`config.mk`:
```
export PLATFORM = sky130hd
export DESIGN_NAME = wrselb_rmw
export DESIGN_NICKNAME = d
export VERILOG_FILES = /design/src/rtl/wrselb_pkg.sv /design/src/rtl/wrselb_merge.sv /design/src/rtl/wrselb_rmw.sv
export SDC_FILE = /design/constraint.sdc
export NUM_CORES = 1
export LEC_CHECK = 0
export ABC_AREA = 1
export CAP_MARGIN = 20
export CORE_MARGIN = 1.5
export CORE_UTILIZATION = 45
export CTS_BUF_LIST = sky130_fd_sc_hd__clkbuf_2 sky130_fd_sc_hd__clkbuf_4 sky130_fd_sc_hd__clkbuf_8
export CTS_CLUSTER_DIAMETER = 120
export DETAILED_ROUTE_END_ITERATION = 7
export PLACE_DENSITY_LB_ADDON = 0.05
export SYNTH_ARGS = -nofsm -noshare
export SYNTH_HDL_FRONTEND = slang
export SYNTH_SLANG_ARGS = --single-unit
```
`constraint.sdc`:
```
create_clock -name clk -period 1.5 [get_ports clk]
set_input_delay 0.225 -clock clk [delete_from_list [all_inputs] [get_ports clk]]
set_output_delay 0.225 -clock clk [all_outputs]
set_load 0.02 [all_outputs]
```
`src/rtl/wrselb_pkg.sv`:
```
// Shared types for the read-modify-write store unit.
// Holds the FSM encoding, store size codes and the alignment check.
package wrselb_pkg;

    typedef enum logic [1:0] {
        S_IDLE  = 2'd0,
        S_READ  = 2'd1,
        S_WAIT  = 2'd2,
        S_WRITE = 2'd3
    } state_t;

    localparam logic [1:0] SIZE_B = 2'd0;
    localparam logic [1:0] SIZE_H = 2'd1;
    localparam logic [1:0] SIZE_W = 2'd2;
    localparam logic [1:0] SIZE_X = 2'd3;

    // True for any request that must be rejected with err.
    function automatic logic misaligned(
        input logic [1:0] size,
        input logic [1:0] lo
    );
        logic bad;
        case (size)
            SIZE_B:  bad = 1'b0;
            SIZE_H:  bad = lo[0];
            SIZE_W:  bad = (lo != 2'b00);
            default: bad = 1'b1;
        endcase
        return bad;
    endfunction

endpackage

```
`src/rtl/wrselb_merge.sv`:
```
// Lane merge for sub-word stores; write-side mirror of rdselb.
// Ports: old (RAM word), data (right-aligned store data), size, lane -> new_word.
module wrselb_merge
    import wrselb_pkg::*;
(
    input  logic [31:0] old,
    input  logic [31:0] data,
    input  logic [1:0]  size,
    input  logic [1:0]  lane,
    output logic [31:0] new_word
);

    always_comb begin
        new_word = old;
        case (size)
            SIZE_B: begin
                case (lane)
                    2'd0: new_word[7:0]   = data[7:0];
                    2'd1: new_word[15:8]  = data[7:0];
                    2'd2: new_word[23:16] = data[7:0];
                    default: new_word[31:24] = data[7:0];
                endcase
            end
            SIZE_H: begin
                if (lane[1]) new_word[31:16] = data[15:0];
                else         new_word[15:0]  = data[15:0];
            end
            SIZE_W:  new_word = data;
            default: new_word = old;
        endcase
    end

endmodule

```
`src/rtl/wrselb_rmw.sv`:
```
// Byte/half/word store unit for a RAM without byte enables (read-modify-write).
// Ports: req_* handshake in, mem_rd_* / mem_wr_* RAM side, done and err pulses.
module wrselb_rmw
    import wrselb_pkg::*;
#(
    parameter int ADDR_WIDTH = 10
) (
    input  logic                  clk,
    input  logic                  rst_n,
    input  logic                  req_valid,
    output logic                  req_ready,
    input  logic [ADDR_WIDTH+1:0] req_addr,
    input  logic [1:0]            req_size,
    input  logic [31:0]           req_data,
    output logic                  mem_rd_en,
    output logic [ADDR_WIDTH-1:0] mem_rd_addr,
    input  logic [31:0]           mem_rd_data,
    output logic                  mem_wr_en,
    output logic [ADDR_WIDTH-1:0] mem_wr_addr,
    output logic [31:0]           mem_wr_data,
    output logic                  done,
    output logic                  err
);

    state_t                state;
    state_t                state_nx;
    logic [ADDR_WIDTH+1:0] addr_q;
    logic [1:0]            size_q;
    logic [31:0]           data_q;
    logic [31:0]           wdata_q;
    logic                  err_q;
    logic [31:0]           merged;
    logic                  accept;
    logic                  bad;

    assign accept = req_valid && (state == S_IDLE);
    assign bad    = misaligned(req_size, req_addr[1:0]);

    wrselb_merge u_merge (
        .old      (mem_rd_data),
        .data     (data_q),
        .size     (size_q),
        .lane     (addr_q[1:0]),
        .new_word (merged)
    );

    always_ff @(posedge clk or negedge rst_n) begin
        if (!rst_n) state <= S_IDLE;
        else        state <= state_nx;
    end

    always_comb begin
        state_nx = state;
        case (state)
            S_IDLE: begin
                if (accept && !bad)
                    state_nx = (req_size == SIZE_W) ? S_WRITE : S_READ;
            end
            S_READ:  state_nx = S_WAIT;
            S_WAIT:  state_nx = S_WRITE;
            default: state_nx = S_IDLE;
        endcase
    end

    always_comb begin
        req_ready = 1'b0;
        mem_rd_en = 1'b0;
        mem_wr_en = 1'b0;
        done      = 1'b0;
        case (state)
            S_IDLE:  req_ready = 1'b1;
            S_READ:  mem_rd_en = 1'b1;
            S_WRITE: begin
                mem_wr_en = 1'b1;
                done      = 1'b1;
            end
            default: ;
        endcase
    end

    // Word stores bypass the read and load the write register directly.
    always_ff @(posedge clk or negedge rst_n) begin
        if (!rst_n) begin
            addr_q  <= '0;
            size_q  <= '0;
            data_q  <= '0;
            wdata_q <= '0;
            err_q   <= 1'b0;
        end else begin
            err_q <= accept && bad;
            if (accept) begin
                addr_q <= req_addr;
                size_q <= req_size;
                data_q <= req_data;
                if (req_size == SIZE_W) wdata_q <= req_data;
            end
            if (state == S_WAIT) wdata_q <= merged;
        end
    end

    assign mem_rd_addr = addr_q[ADDR_WIDTH+1:2];
    assign mem_wr_addr = addr_q[ADDR_WIDTH+1:2];
    assign mem_wr_data = wdata_q;
    assign err         = err_q;

endmodule

```
==> impl_results.md, run 1 <==
- Status: complete, but fails checks
- Failing checks: setup timing
- Vias in the first global route: 4688
- Diode count: 0
- Synth unique cells: 23
- Final hold vios: 0
- EDFF count, synth: 0
- Static leakage: 3.67 nW
- Worst min path class: primary input to flop
- Fin util: 0.621
- F_max: 641 MHz
- Max Slew Vio Count: 0
- Max VDD drop: 858 µV
- Worst-Skew Late Latency: 360 ps
- Die area: 11700 µm²
- Average vias per placed instance: 4.89
- H-tree Lvls: 3
- Pin count of the biggest net entering global routing: 82
- Fill cell count: 1026
- Global route overflow: 0
- R2r setup slk: -60 ps
- Synth warn: 0
- Initial Util: 0.461
- Crit Path Class: flop to output pin
- CTS root buffer: clkbuf_8
- Die Ht: 108 µm
- TritonCTS buffer count: 9
- Worst Tran Pin Value: 466 ps
- Worst-path maximum fanout: 3
- Top-area cell type share of the netlist area: 0.406
- Final Wtd Congestion: 0.902
- Ranking of synthesized cells by area: dfrtp_1, nand2_1, inv_1
- Chip width: 108 µm
- Initial antenna violation count: 0
- Synthesized Nets: 839
- Tot Pwr: 0.0137 W
- Endpoint class of the critical path: output pin
- P&R area growth vs syn: 34.8%
- Async SR Flop Fraction: 1.00
- Routed wire length: 14100 µm
- # DRC: 0
- Iteration-0 DRC Markers: 309
- CTS Buffer Depth: 2
- Max-cap violations: 0
- Worst path arrival time: 1340 ps
- RSZ-0062 raised after global routing: true
- Pre-CTS setup slack: -196 ps
- Core Box Area: 10800 µm²
- Worst Skew: 8.36 ps
- TritonRoute pass-1 iters: 5
- Period minus WS final: 1560 ps
- Post-Syn Area: 4990 µm²
- Sequential share of the synthesized area: 0.406
- Port buffer count: 137
- Fraction of layout cells with a size suffix above 1: 0.0892
- Req. time, crit path: 1270 ps
- WL per Instance: 13.7 µm
- Io pins: 138
- Yosys reg bits: 81
- Synth Instances: 753
- Pwr dens: 2040 nW/µm²
- Row count: 38
- Synth Flop Type: dfrtp_1
- Dpl hpwl: 10100 µm
- Post-layout nets: 967
- FF/Latch Area: 2030 µm²
- Relative slew slack: 0.689
- CTS tree: yes
- Synth Area per Inst: 6.63 µm²
- TritonCTS sink count: 81
- Clock transition at the registers of the reported paths: 80 ps
- First-pass GRT wire length: 23300 µm
- Final setup vio count: 26
- Tot GR Track Use: 0.257
- Leading area contributor after synthesis: dfrtp_1
- Final WS setup: -60.1 ps
- Critical Path Source Type: flop
- Period utilisation layout: 1.04
- Vias: 5021
- Post-route ant nets: 0
- Footprint of the multi-input gates: 2280 µm²
## repair_timing
item	CTS	global route
pin swaps	0	2
cloned	1	0
buffers inserted	3	1
gates resized for setup	74	26
endpoints found under the hold margin	81	0
setup endpoints to repair	88	71
hold buffers	1	0
## worst max-delay path: stages, from the launching register on
cell and delay, ps:
dfrtp_1 420, buf_4 140, buf_4 130, ha_4 160
buf_6 120
## metal layers
layer,vias to the layer above,part of all wire,track usage
met5,-,0,0
li1,2542,-,-
met2,152,0.48,0.435
met4,0,0.0074,0.0545
met3,11,0.052,0.0398
met1,2316,0.46,0.348
## registers in the layout, summed over array words and instances, names as in the netlist
signal	flops
err	1
size_q	2
mem_wr_data	32
data_q	32
state	2
addr_q	12
## cell type report
type | instances | share of cell area
inverter | 112 | 0.0628
tap | 140 | 0.0260
clock buffer | 11 | 0.0206
clock inverter | 5 | 0.00836
sequential | 81 | 0.301
multi-input combinational | 505 | 0.339
timing repair buffer | 172 | 0.242
## placed cells by master, fill, tap and decap left out, types with 2 or more instances in the layout
cell type	count
dfrtp_1	80
clkbuf_4	2
ha_4	3
buf_6	6
a21oi_1	10
nand4_1	8
inv_2	7
nand2_4	2
buf_4	28
clkdlybuf4s50_1	79
dlygate4sd2_1	53
o21ai_0	46
nor2_1	32
nor2_4	2
nor2_2	2
clkbuf_8	9
buf_12	3
nand2_1	311
clkinv_2	2
o21ai_1	8
nand2_2	4
o211ai_1	15
inv_1	104
nand3_1	56
## worst paths after layout
check / from / end / cells after the start
worst max register to register: state[1] / mem_wr_data[9] / 10
worst min register to register: data_q[24] / data_q[24] / 2
min in group asynchronous: rst_n / mem_wr_data[2] / 3
worst min-delay path: req_addr[8] / addr_q[8] / 3
worst max-delay path: state[1] / done / 4
max in group asynchronous: rst_n / data_q[25] / 3
## Yosys cell counts, types with 8 or more instances
master,number
inv_1,107
nor2_1,33
nand3_1,56
nand2_1,312
buf_2,16
a21oi_1,10
o21ai_0,54
buf_4,22
nand4_1,8
clkbuf_1,8
o211ai_1,15
dfrtp_1,81
## metrics by stage
| step | hold WS (ps) | instance area, µm² | setup TNS [ps] | cells |
|---|---|---|---|---|
| global placement | 292 | 6500 | -2730 | 1006 |
| finish | 407 | 6730 | -900 | 1026 |
| CTS | 402 | 6700 | -771 | 1027 |
| global route | 408 | 6730 | -4130 | 1026 |
| floorplan | -70.6 | 5010 | -370 | 753 |
| detailed placement | 291 | 6500 | -5400 | 1006 |
## power by group
group | leakage, nW | total, W | internal [W] | switching (W)
Sequential | 0.999 | 0.00398 | 0.00326 | 0.000722
Combinational | 2.57 | 0.00812 | 0.00310 | 0.00502
Clock | 0.100 | 0.00163 | 0.000805 | 0.000830
Total | 3.67 | 0.0137 | 0.00716 | 0.00657
## cells by family (layout without fill, tap and decap cells)
family / after synthesis / count (layout) / synth area share
AO/OA/AOI/OAI: 82 / 82 / 0.0912
adder cells (fa/ha/maj): 5 / 5 / 0.0125
buffers and inverters: 167 / 300 / 0.152
flip-flops: 81 / 81 / 0.406
AND/OR/NAND/NOR: 418 / 418 / 0.338
Note: power is estimated with default switching activity, not from simulation.
==> inputs of run 2 (changes only) <==
--- a/config.mk
+++ b/config.mk
@@ -12,7 +12,7 @@
 export CTS_BUF_LIST = sky130_fd_sc_hd__clkbuf_2 sky130_fd_sc_hd__clkbuf_4 sky130_fd_sc_hd__clkbuf_8
 export CTS_CLUSTER_DIAMETER = 120
 export DETAILED_ROUTE_END_ITERATION = 7
-export PLACE_DENSITY_LB_ADDON = 0.05
+export PLACE_DENSITY = 0.79
 export SYNTH_ARGS = -nofsm -noshare
 export SYNTH_HDL_FRONTEND = slang
 export SYNTH_SLANG_ARGS = --single-unit
==> impl_results.md, run 2 (synthesis results as in run 1) <==
- Initial antenna violation count: 0
- P&R area growth vs syn: 37.0%
- Die area: 11700 µm²
- Initial Util: 0.461
- Period utilisation layout: 1.04
- F_max: 643 MHz
- H-tree Lvls: 3
- Critical-path cell list: inv_2, ha_4, nand2_4, nor3_4, buf_8, nand3_1, o21ai_1, nor2_1
- Endpoint class of the critical path: flop
- Post-layout nets: 974
- Pwr dens: 2040 nW/µm²
- Worst Skew: 14.2 ps
- Vias in the first global route: 4801
- CTS root buffer: clkbuf_8
- Routed wire length: 14100 µm
- Fraction of layout cells with a size suffix above 1: 0.101
- Port buffer count: 137
- Max VDD drop: 885 µV
- TritonCTS buffer count: 9
- Diode count: 0
- Most frequent cells in the layout: nand2_1, inv_1, dfrtp_1
- Worst min path class: primary input to async pin
- Relative slew slack: 0.772
- Vias: 5166
- Fin util: 0.631
- Internal: 0.00733 W
- Global route overflow: 0
- Tot GR Track Use: 0.254
- First-pass GRT wire length: 23200 µm
- Clock Power Share: 0.116
- Io pins: 138
- Post-route ant nets: 0
- Fill cell count: 999
- Static leakage: 3.73 nW
- Combinational power share: 0.597
- Final WS setup: -54.1 ps
- CTS tree: yes
- Clock transition at the registers of the reported paths: 80 ps
- Cells after DPL: 1009
- Commonest non-fill, non-tap cell in the layout: nand2_1
- Non-Filler Instances: 1033
- Worst path arrival time: 1800 ps
- Final Wtd Congestion: 0.917
- Average vias per placed instance: 5.00
- Chip width: 108 µm
- Core Box Area: 10800 µm²
- Setup TNS: -363 ps
- Status: complete, but fails checks
- RSZ-0062 raised after global routing: true
- Final hold slack: 309 ps
- Row count: 38
- Req. time, crit path: 1740 ps
- Slowest-stage cell, CP: dfrtp_1
- Final setup vio count: 17
- Final hold vios: 0
- Die Ht: 108 µm
- Worst Tran Pin Value: 342 ps
- Switching power of the nets: 0.00666 W
- Sw Ratio: 0.476
- # DRC: 0
- Tot Pwr: 0.0140 W
- TritonCTS sink count: 81
- Reg power frac: 0.287
- Max-cap violations: 0
- Iteration-0 DRC Markers: 389
- CTS Buffer Depth: 2
- Dpl hpwl: 10200 µm
- Critical Path Source Type: flop
- Failing checks: setup timing
- Crit Path Class: flop to flop
- Pin count of the biggest net entering global routing: 56
- Max Slew Vio Count: 0
- Max incr delay on CP: 400 ps
- Period minus WS final: 1550 ps
- Worst-Skew Late Latency: 360 ps
- WL per Instance: 13.7 µm
- TritonRoute pass-1 iters: 6
- Worst-path maximum fanout: 21
==> run 2: cell types whose count changed in the layout (fill, tap and decap cells not counted), moves of 2 or more <==
cell | before | now
buf_12 | 3 | 7
buf_4 | 28 | 30
nand2_1 | 311 | 309
nand2_2 | 4 | 6
==> run 2: layout make-up <==
cell class              instances  area, µm²  area share
repair buffers                179       1730       0.253
clock inverters                 5       56.3     0.00823
inverters                     112        423      0.0618
flip-flops and latches         81       2030       0.296
clock buffers                  11        139      0.0203
multi-input cells             505       2290       0.335
well taps                     140        175      0.0256
==> run 2: stage by stage <==
step	setup slack, ps	area, µm²
2_1_floorplan	-24.8	5010
3_3_place_gp	-108	6550
3_5_place_dp	-167	6550
4_1_cts	-6.16	6740
5_1_grt	-135	6850
6_report	-54.1	6850
==> run 2: path summary, 6_finish.rpt <==
| check | start | endpoint | slack, ps | cells past startpoint |
|---|---|---|---|---|
| min in group clk | req_addr[7] | addr_q[7] | 400 | 3 |
| max in group asynchronous | rst_n | data_q[2] | 700 | 3 |
| worst min-delay path | rst_n | state[0] | 310 | 2 |
| worst max-delay path | state[0] | mem_wr_data[23] | -50 | 8 |
| worst max register to register | state[0] | mem_wr_data[23] | -50 | 8 |
| worst min register to register | data_q[21] | data_q[21] | 490 | 2 |
==> run 2: routing by layer <==
layer / part of all wire / track usage / up-vias
met5: 0 / 0 / -
met4: 0.020 / 0.0827 / 0
met3: 0.065 / 0.0338 / 24
met2: 0.48 / 0.429 / 216
met1: 0.43 / 0.337 / 2371
li1: - / - / 2555
==> run 2: repair_timing <==
action                     in CTS  in global routing
gates resized for setup        84                 23
hold endpoints to repair       21                  0
pin swaps                       1                  2
setup buffers                   4                  3
setup endpoints to repair      89                 66
hold buffers                    1                  0
==> run 2: power groups by stage <==
stage	combinational, W	clock (W)	sequential [W]
5_1_grt	0.00932	0.00173	0.00415
3_5_place_dp	0.00838	0	0.00403
2_1_floorplan	0.00510	0	0.00436
6_report	0.00835	0.00162	0.00402
4_1_cts	0.00805	0.00165	0.00400
3_3_place_gp	0.00818	0	0.00404
==> run 2: critical path: cells and delay by family, from the launching register on <==
| kind | cells | cell delay, ps |
|---|---|---|
| simple gates | 4 | 440 |
| buf+inv | 2 | 330 |
| fa+ha+maj | 1 | 170 |
| flops | 1 | 400 |
| compound gates | 1 | 100 |
